**config.mk**
```make
export PLATFORM = sky130hd
export DESIGN_NAME = instruction_fetch
export DESIGN_NICKNAME = d
export VERILOG_FILES = /design/src/rtl/instruction_fetch.sv
export SDC_FILE = /design/constraint.sdc
export NUM_CORES = 1
export LEC_CHECK = 0
export BUFFER_PORTS_ARGS = -buffer_cell sky130_fd_sc_hd__buf_2
export CAP_MARGIN = 25
export CELL_PAD_IN_SITES_DETAIL_PLACEMENT = 2
export CELL_PAD_IN_SITES_GLOBAL_PLACEMENT = 2
export CORE_MARGIN = 2
export CORE_UTILIZATION = 33
export DETAILED_ROUTE_END_ITERATION = 7
export GPL_TIMING_DRIVEN = 0
export PLACE_DENSITY_LB_ADDON = 0.2
export REMOVE_ABC_BUFFERS = 1
export SLEW_MARGIN = 15
export SYNTH_ARGS = -nofsm -noshare
export SYNTH_HDL_FRONTEND = slang
export SYNTH_SLANG_ARGS = --single-unit
```
**constraint.sdc**
```tcl
create_clock -name clock -period 3 [get_ports clock]
set_input_delay 0.45 -clock clock [delete_from_list [all_inputs] [get_ports clock]]
set_output_delay 0.45 -clock clock [all_outputs]
set_load 0.01 [all_outputs]
```
**src/rtl/instruction_fetch.sv**
```systemverilog
// instruction_fetch: PC, instruction register and FETCH/EXEC sequencing.
// Applies PC-relative branches, stops on the halt word, counts retirements.
module instruction_fetch #(
  parameter logic [8:0] HALT_WORD = 9'b0111_00_010,
  parameter int         COUNT_W   = 16
) (
  input  logic               clock,
  input  logic               reset,
  input  logic               start,
  output logic [7:0]         address,
  input  logic [8:0]         instruction,
  input  logic               stall,
  input  logic               branch_taken,
  input  logic [7:0]         branch_offset,
  output logic [8:0]         ir,
  output logic               ir_valid,
  output logic               busy,
  output logic               halted,
  output logic [COUNT_W-1:0] retired
);

  typedef enum logic [1:0] {
    S_IDLE,
    S_FETCH,
    S_EXEC,
    S_HALT
  } state_e;

  state_e               state_q;
  logic [7:0]           pc_q;
  logic [7:0]           pc_d;
  logic [8:0]           ir_q;
  logic [COUNT_W-1:0]   retired_q;
  logic [COUNT_W-1:0]   retired_d;
  logic                 ir_valid_q;
  logic                 busy_q;
  logic                 halted_q;

  // 8-bit add of the raw offset is sign-extended add mod 256
  always_comb begin
    pc_d = pc_q + 8'd1;
    if (branch_taken) pc_d = pc_q + branch_offset;
  end

  always_comb begin
    retired_d = retired_q + COUNT_W'(1);
    if (&retired_q) retired_d = retired_q;
  end

  always_ff @(posedge clock) begin
    if (reset) begin
      state_q    <= S_IDLE;
      pc_q       <= '0;
      ir_q       <= '0;
      retired_q  <= '0;
      ir_valid_q <= 1'b0;
      busy_q     <= 1'b0;
      halted_q   <= 1'b0;
    end else begin
      unique case (state_q)
        S_IDLE, S_HALT: begin
          if (start) begin
            state_q   <= S_FETCH;
            pc_q      <= '0;
            retired_q <= '0;
            busy_q    <= 1'b1;
            halted_q  <= 1'b0;
          end
        end
        S_FETCH: begin
          ir_q       <= instruction;
          state_q    <= S_EXEC;
          ir_valid_q <= 1'b1;
        end
        S_EXEC: begin
          if (!stall) begin
            retired_q  <= retired_d;
            ir_valid_q <= 1'b0;
            if (ir_q == HALT_WORD) begin
              state_q  <= S_HALT;
              busy_q   <= 1'b0;
              halted_q <= 1'b1;
            end else begin
              state_q <= S_FETCH;
              pc_q    <= pc_d;
            end
          end
        end
        default: state_q <= S_IDLE;
      endcase
    end
  end

  assign address  = pc_q;
  assign ir       = ir_q;
  assign ir_valid = ir_valid_q;
  assign busy     = busy_q;
  assign halted   = halted_q;
  assign retired  = retired_q;

endmodule

```
==> results.md, run 1 <==
- CTS tree: built
- Pre-antenna DRT Iters: 4
- Cts bufs inserted: 5
- Antenna cell count: 0
- Area growth syn-to-layout: 19.4%
- RSZ-0062 raised after global routing: no
- Die Y: 87.1 um
- First-pass GRT wire length: 11300 um
- PwrDens: 514 nW/um^2
- Clock Pin Slew Worst Setup and Hold Paths: 0.08 ns
- CP peak stage delay: 0.70 ns
- Residual DRC: 0
- Vias: 2213
- Outcome: finished clean
- Highest-count cells in the layout ignoring fill and taps: 57 x buf_2, 38 x dfxtp_1, 26 x nand2_1
- Tmin final: 2.70 ns
- Worst setup EP type: flop
- Number of I/O pins: 58
- Routed len/inst: 17.0 um
- Final hold viol count: 0
- Core area: 6760 sq um
- Skew final: 0.00551 ns
- Setup TNS: 0 ns
- Total track usage: 0.190
- Postcts setup bufs: 0
- Share of cells above drive strength 1: 0.249
- Buffers plus inverters on the worst setup path: 1
- Crit path DAT: 2.90 ns
- Pin count of the biggest net entering global routing: 45
- Flops & latches, synth: 38
- Dpl cell area: 2580 sq um
- Mapped Area: 2280 sq um
- Crit-path max FO: 23
- Hold WC Path Type: in2reg
- Seq/Total Area, Yosys: 0.334
- Post-synth EDFFs: 0
- Syn_area_per_cell: 8.64 sq um
- Vias in the first global route: 2217
- Clk_lat worst skew: 0.30 ns
- Worst Path Class, Setup: reg2reg
- Port bufs: 57
- Worst-path cell chain: inv_1, ha_1, or2_4, nand3_4, a21oi_2, o22ai_1, a22o_1
- Period Utilization, post-route: 0.901
- Finished Layout Cells: 397
- Final Max Tran Viols: 0
- Maximum vdd drop: 0.240 mV
- Placed cell count: 389
- Worst Path Required: 3.20 ns
- Top_reg_cell synth: dfxtp_1
- Distinct cells, synth: 65
- Rows: 30
- Post-cts gate resize count: 0
- Final Instance Area: 2720 sq um
- Vias per cell: 5.57
- CTS root buf: clkbuf_8
- Count of final setup violators: 0
- Worst relative slew slack: 0.421
- HPWL after DPL: 4820 um
- Fraction of registers with async set/reset: 0
- Initial DRC count: 41
- # nets final: 350
- Met2 Resource Use GR: 0.326
- Synth Warn #: 0
- Initial antenna violation count: 0
- GR met3 Demand/Resource: 0.0427
- Most used routing layer: met2
- Initial Util: 0.337
- Cts hold-fix bufs: 0
- Commonest non-fill, non-tap cell in the layout: buf_2
- CP startpoint kind: flop
- H-Tree Depth: 2
- DIE WIDTH: 87.1 um
- FMAX: 0.370 GHz
- Overflow after GRT: 0
- Post-Synthesis Cells: 264
- CP top delay family: compound AO/OA/AOI/OAI gates
- GRT met1 Usage: 0.240
- Die footprint: 7590 sq um
- Clock Tree Buf Depth: 2
- Routed Wire Length: 6760 um
- Clk sinks: 38
- Slowest-stage cell, CP: ha_1
- Routed Antenna Nets: 0
- GP Congestion: 0.742
- Max_cap viols: 0
- Least-Margin Pin Slew: 0.869 ns
- LEAKAGE: 1.22 nW
[per-stage QoR]
| stage | utilization | power [mW] | setup WS (ns) | hold slack (ns) |
|---|---|---|---|---|
| after floorplan | - | 0.745 | 0.820 | 0.443 |
| after global placement | 0.382 | 0.839 | 0.262 | 0.462 |
| after global routing | 0.403 | 1.47 | 0.0411 | 0.392 |
| after detailed placement | 0.382 | 0.852 | 0.234 | 0.475 |
| after CTS | 0.403 | 1.42 | 0.290 | 0.384 |
| final | 0.403 | 1.40 | 0.298 | 0.385 |
[kinds of logic (layout without fill, tap and decap cells)]
logic type,count (synthesis),count (layout),share of synthesized area
mux,9,9,0.0395
xor+xnor,4,4,0.0154
simple gates,108,108,0.276
fa+ha+maj,12,12,0.0692
compound gates,69,69,0.209
flops,38,38,0.334
buf+inv,24,77,0.0576
[synthesized netlist by cell type, drive strengths merged (3+ instances only)]
cell type  count  area share
a211oi         4       0.013
a21o           8       0.026
a21oi         14       0.032
a22oi          5       0.016
a31oi         10       0.027
and2           8       0.022
and3           4       0.011
buf            8       0.031
clkbuf         4      0.0066
dfxtp         38        0.33
ha            11       0.060
inv           11       0.018
mux2i          9       0.040
nand2         27       0.046
nand3         11       0.030
nor2          21       0.035
nor3           8       0.022
nor3b          3      0.0099
nor4           7       0.035
o21ai          9       0.020
o22ai          3      0.0082
[state kept, by name (all words and copies together), names as in the netlist]
| register | cells |
|---|---|
| halted | 1 |
| ir | 9 |
| ir_valid | 1 |
| address | 8 |
| busy | 1 |
| state_q | 2 |
| retired | 16 |
[final timing paths]
kind                                start                       to  slack (ns)  cells after the start
setup / recovery  state_q[0]$_SDFFE_PP0P_  retired[3]$_SDFFE_PP0P_        0.30                      7
hold / removal             instruction[5]       ir[5]$_SDFFE_PP0P_        0.39                      3
hold reg to reg     ir_valid$_SDFFE_PP0P_    ir_valid$_SDFFE_PP0P_        0.48                      2
setup reg to reg  state_q[0]$_SDFFE_PP0P_  retired[3]$_SDFFE_PP0P_        0.30                      7
[worst min-delay path, stage by stage]
cell and delay (ns):
buf_2 0.07, mux2i_1 0.05, nor2_1 0.08
[cell type report]
class	instances	area, sq um
fill	788	4040
multi-input combinational	202	1390
sequential	38	761
timing repair buffer	57	285
tap	80	100
clock buffer	6	82.6
clock inverter	2	60.1
inverter	12	45.0
[where the power goes]
group	total [mW]	internal, mW	leakage, nW	switching [mW]
clock	0.561	0.355	0.0714	0.206
combinational	0.286	0.107	0.842	0.180
sequential	0.550	0.530	0.308	0.0205
total	1.40	0.991	1.22	0.406
[metal layers]
metal	share of wire	wire, um	up-vias
met5	0	0	-
met4	0.0093	63	0
met3	0.039	261	6
met2	0.50	3350	36
met1	0.46	3080	1100
li1	-	-	1071
(Power assumes the default switching activity.)
==> run 2: changes to the inputs <==
--- a/config.mk
+++ b/config.mk
@@ -10,7 +10,8 @@
 export CELL_PAD_IN_SITES_DETAIL_PLACEMENT = 2
 export CELL_PAD_IN_SITES_GLOBAL_PLACEMENT = 2
 export CORE_MARGIN = 2
-export CORE_UTILIZATION = 33
+export CORE_UTILIZATION = 30
+export CTS_CLUSTER_SIZE = 10
 export DETAILED_ROUTE_END_ITERATION = 7
 export GPL_TIMING_DRIVEN = 0
 export PLACE_DENSITY_LB_ADDON = 0.2
==> run 2 against run 1 <==
Against the previous run:
- final cell count grew 4.8%
- total power rose by 0.45%
- core utilization down 2.6 points
- largest power group unchanged
==> results.md, run 2 (synthesis gave the netlist of run 1 again) <==
- Outcome: finished clean
- Worst reg2reg setup slack: 0.56 ns (+0.26 ns)
- Area growth syn-to-layout: 20.5%
- Worst Path Class, Setup: reg2reg
- Worst setup EP type: flop
- Commonest non-fill, non-tap cell in the layout: buf_2
- Initial antenna violation count: 0 (unchanged)
- RSZ-0062 raised after global routing: no
- Maximum vdd drop: 0.187 mV (-22%)
- Count of final setup violators: 0 (unchanged)
- Routed len/inst: 16.8 um (-1.2%)
- Setup TNS: 0 ns (unchanged)
- Core area: 7290 sq um (+7.9%)
- Routed Antenna Nets: 0 (unchanged)
- Initial DRC count: 69 (+68%)
- Finished Layout Cells: 416 (+4.8%)
- Hold WC Path Type: in2reg
- PwrDens: 511 nW/um^2 (-0.51%)
- Cts bufs inserted: 5 (unchanged)
- Initial Util: 0.313 (-0.0248)
- Worst Path Required: 3.20 ns (about the same)
- Footprint of the multi-input gates: 1390 sq um (+0.18%)
- Overflow after GRT: 0 (unchanged)
- Clock Tree Buf Depth: 2 (unchanged)
- Total track usage: 0.174 (-0.0166)
- CP startpoint kind: flop
- Antenna cell count: 0 (unchanged)
- Die footprint: 8310 sq um (+9.5%)
- Placed cell count: 408 (+4.9%)
- Max reg flops: 16 (unchanged)
- Final hold viol count: 0 (unchanged)
- LEAKAGE: 1.22 nW (-0.14%)
- Period Utilization, post-route: 0.813 (-0.0880)
- Clock Pin Slew Worst Setup and Hold Paths: 0.09 ns (about the same)
- Crit-path max FO: 23 (unchanged)
- Residual DRC: 0 (unchanged)
- Worst reg-to-reg path cell count: 7 (unchanged)
- CTS tree: built
- Postcts setup bufs: 0 (unchanged)
- Crit path DAT: 2.64 ns (-0.26 ns)
- Vias: 2193 (-0.90%)
- Final Max Tran Viols: 0 (unchanged)
- Vias in the first global route: 2396 (+8.1%)
- GP Congestion: 0.734 (-1.1%)
- FILL cells: 875 (+11%)
- HPWL after DPL: 4870 um (+1.0%)
- Die Y: 91.2 um (+4.7%)
- Pin count of the biggest net entering global routing: 45 (unchanged)
- DIE WIDTH: 91.2 um (+4.7%)
- Share of cells above drive strength 1: 0.252 (+0.00315)
- Tmin final: 2.44 ns (-0.264 ns)
- Pre-CTS setup slack: 0.221 ns (-0.0127 ns)
- Dpl cell area: 2600 sq um (+0.92%)
- Worst relative slew slack: 0.406 (-0.0144)
- Pre-antenna DRT Iters: 4 (unchanged)
- Setup WS post-layout: 0.562 ns (+0.264 ns)
- FMAX: 0.410 GHz (+11%)
- Least-Margin Pin Slew: 0.891 ns (+0.0216 ns)
- Port bufs: 57 (unchanged)
- Routed Wire Length: 6990 um (+3.5%)
- Rows: 31 (+3.3%)
- First-pass GRT wire length: 11700 um (+3.2%)
- Skew final: 0.00749 ns (+0.00198 ns)
- Number of I/O pins: 58 (unchanged)
- # nets final: 350 (unchanged)
- Highest-count cells in the layout ignoring fill and taps: 57 x buf_2, 38 x dfxtp_1, 26 x nand2_1
- CTS root buf: clkbuf_8
- Clk_lat worst skew: 0.31 ns (about the same)
- Max_cap viols: 0 (unchanged)
- H-Tree Depth: 2 (unchanged)
- Sequential cell area: 761 sq um (unchanged)
- Final Instance Area: 2750 sq um (+0.97%)
- Clk sinks: 38 (unchanged)
- Vias per cell: 5.27 (-5.4%)
- Hold Crit Depth: 3 (unchanged)
-- run 2: cell counts in the layout (fill, tap and decap cells not counted) --
No cell type changed its count.
-- run 2: power breakdown --
group          internal [mW]  total (mW)  switching, mW
logic                  0.108       0.289          0.181
clock network          0.355       0.565          0.210
registers              0.530       0.550         0.0205
total                  0.993        1.40          0.411
-- run 2: final timing paths --
kind | start | endpoint
setup reg to reg | state_q[0]$_SDFFE_PP0P_ | retired[2]$_SDFFE_PP0P_
hold reg to reg | ir_valid$_SDFFE_PP0P_ | ir_valid$_SDFFE_PP0P_
setup / recovery | state_q[0]$_SDFFE_PP0P_ | retired[2]$_SDFFE_PP0P_
hold / removal | instruction[6] | ir[6]$_SDFFE_PP0P_
-- run 2: timing repair --
action / in CTS / in global routing
endpoints found under the setup margin: 0 / 1
resized for setup: 0 / 1
hold buffers: 0 / 0
-- run 2: area by class of cell --
cell class              count  area share
multi-input cells         202       0.506
flip-flops and latches     38       0.277
repair buffers             57       0.104
well taps                  99      0.0451
clock buffers               6      0.0301
clock inverters             2      0.0219
inverters                  12      0.0164
-- run 2: critical path, stage by stage (launching register included) --
cell	delay, ns
dfxtp_1	0.35
inv_1	0.07
ha_2	0.46
or2_4	0.24
nand3_4	0.14
a21oi_2	0.65
o22ai_1	0.16
a22o_1	0.26
-- run 2: metrics by stage --
step	total power, mW	util	hold slack (ns)
global placement	0.845	0.357	0.462
detailed placement	0.854	0.357	0.479
CTS	1.42	0.376	0.375
floorplan	0.745	-	0.443
global route	1.47	0.377	0.389
finish	1.40	0.377	0.379
-- run 2: layer usage --
layer / routed length (um) / global-route usage
met5: 0 / 0
met4: 94 / 0.0530
met3: 253 / 0.0315
met2: 3480 / 0.323
met1: 3170 / 0.199
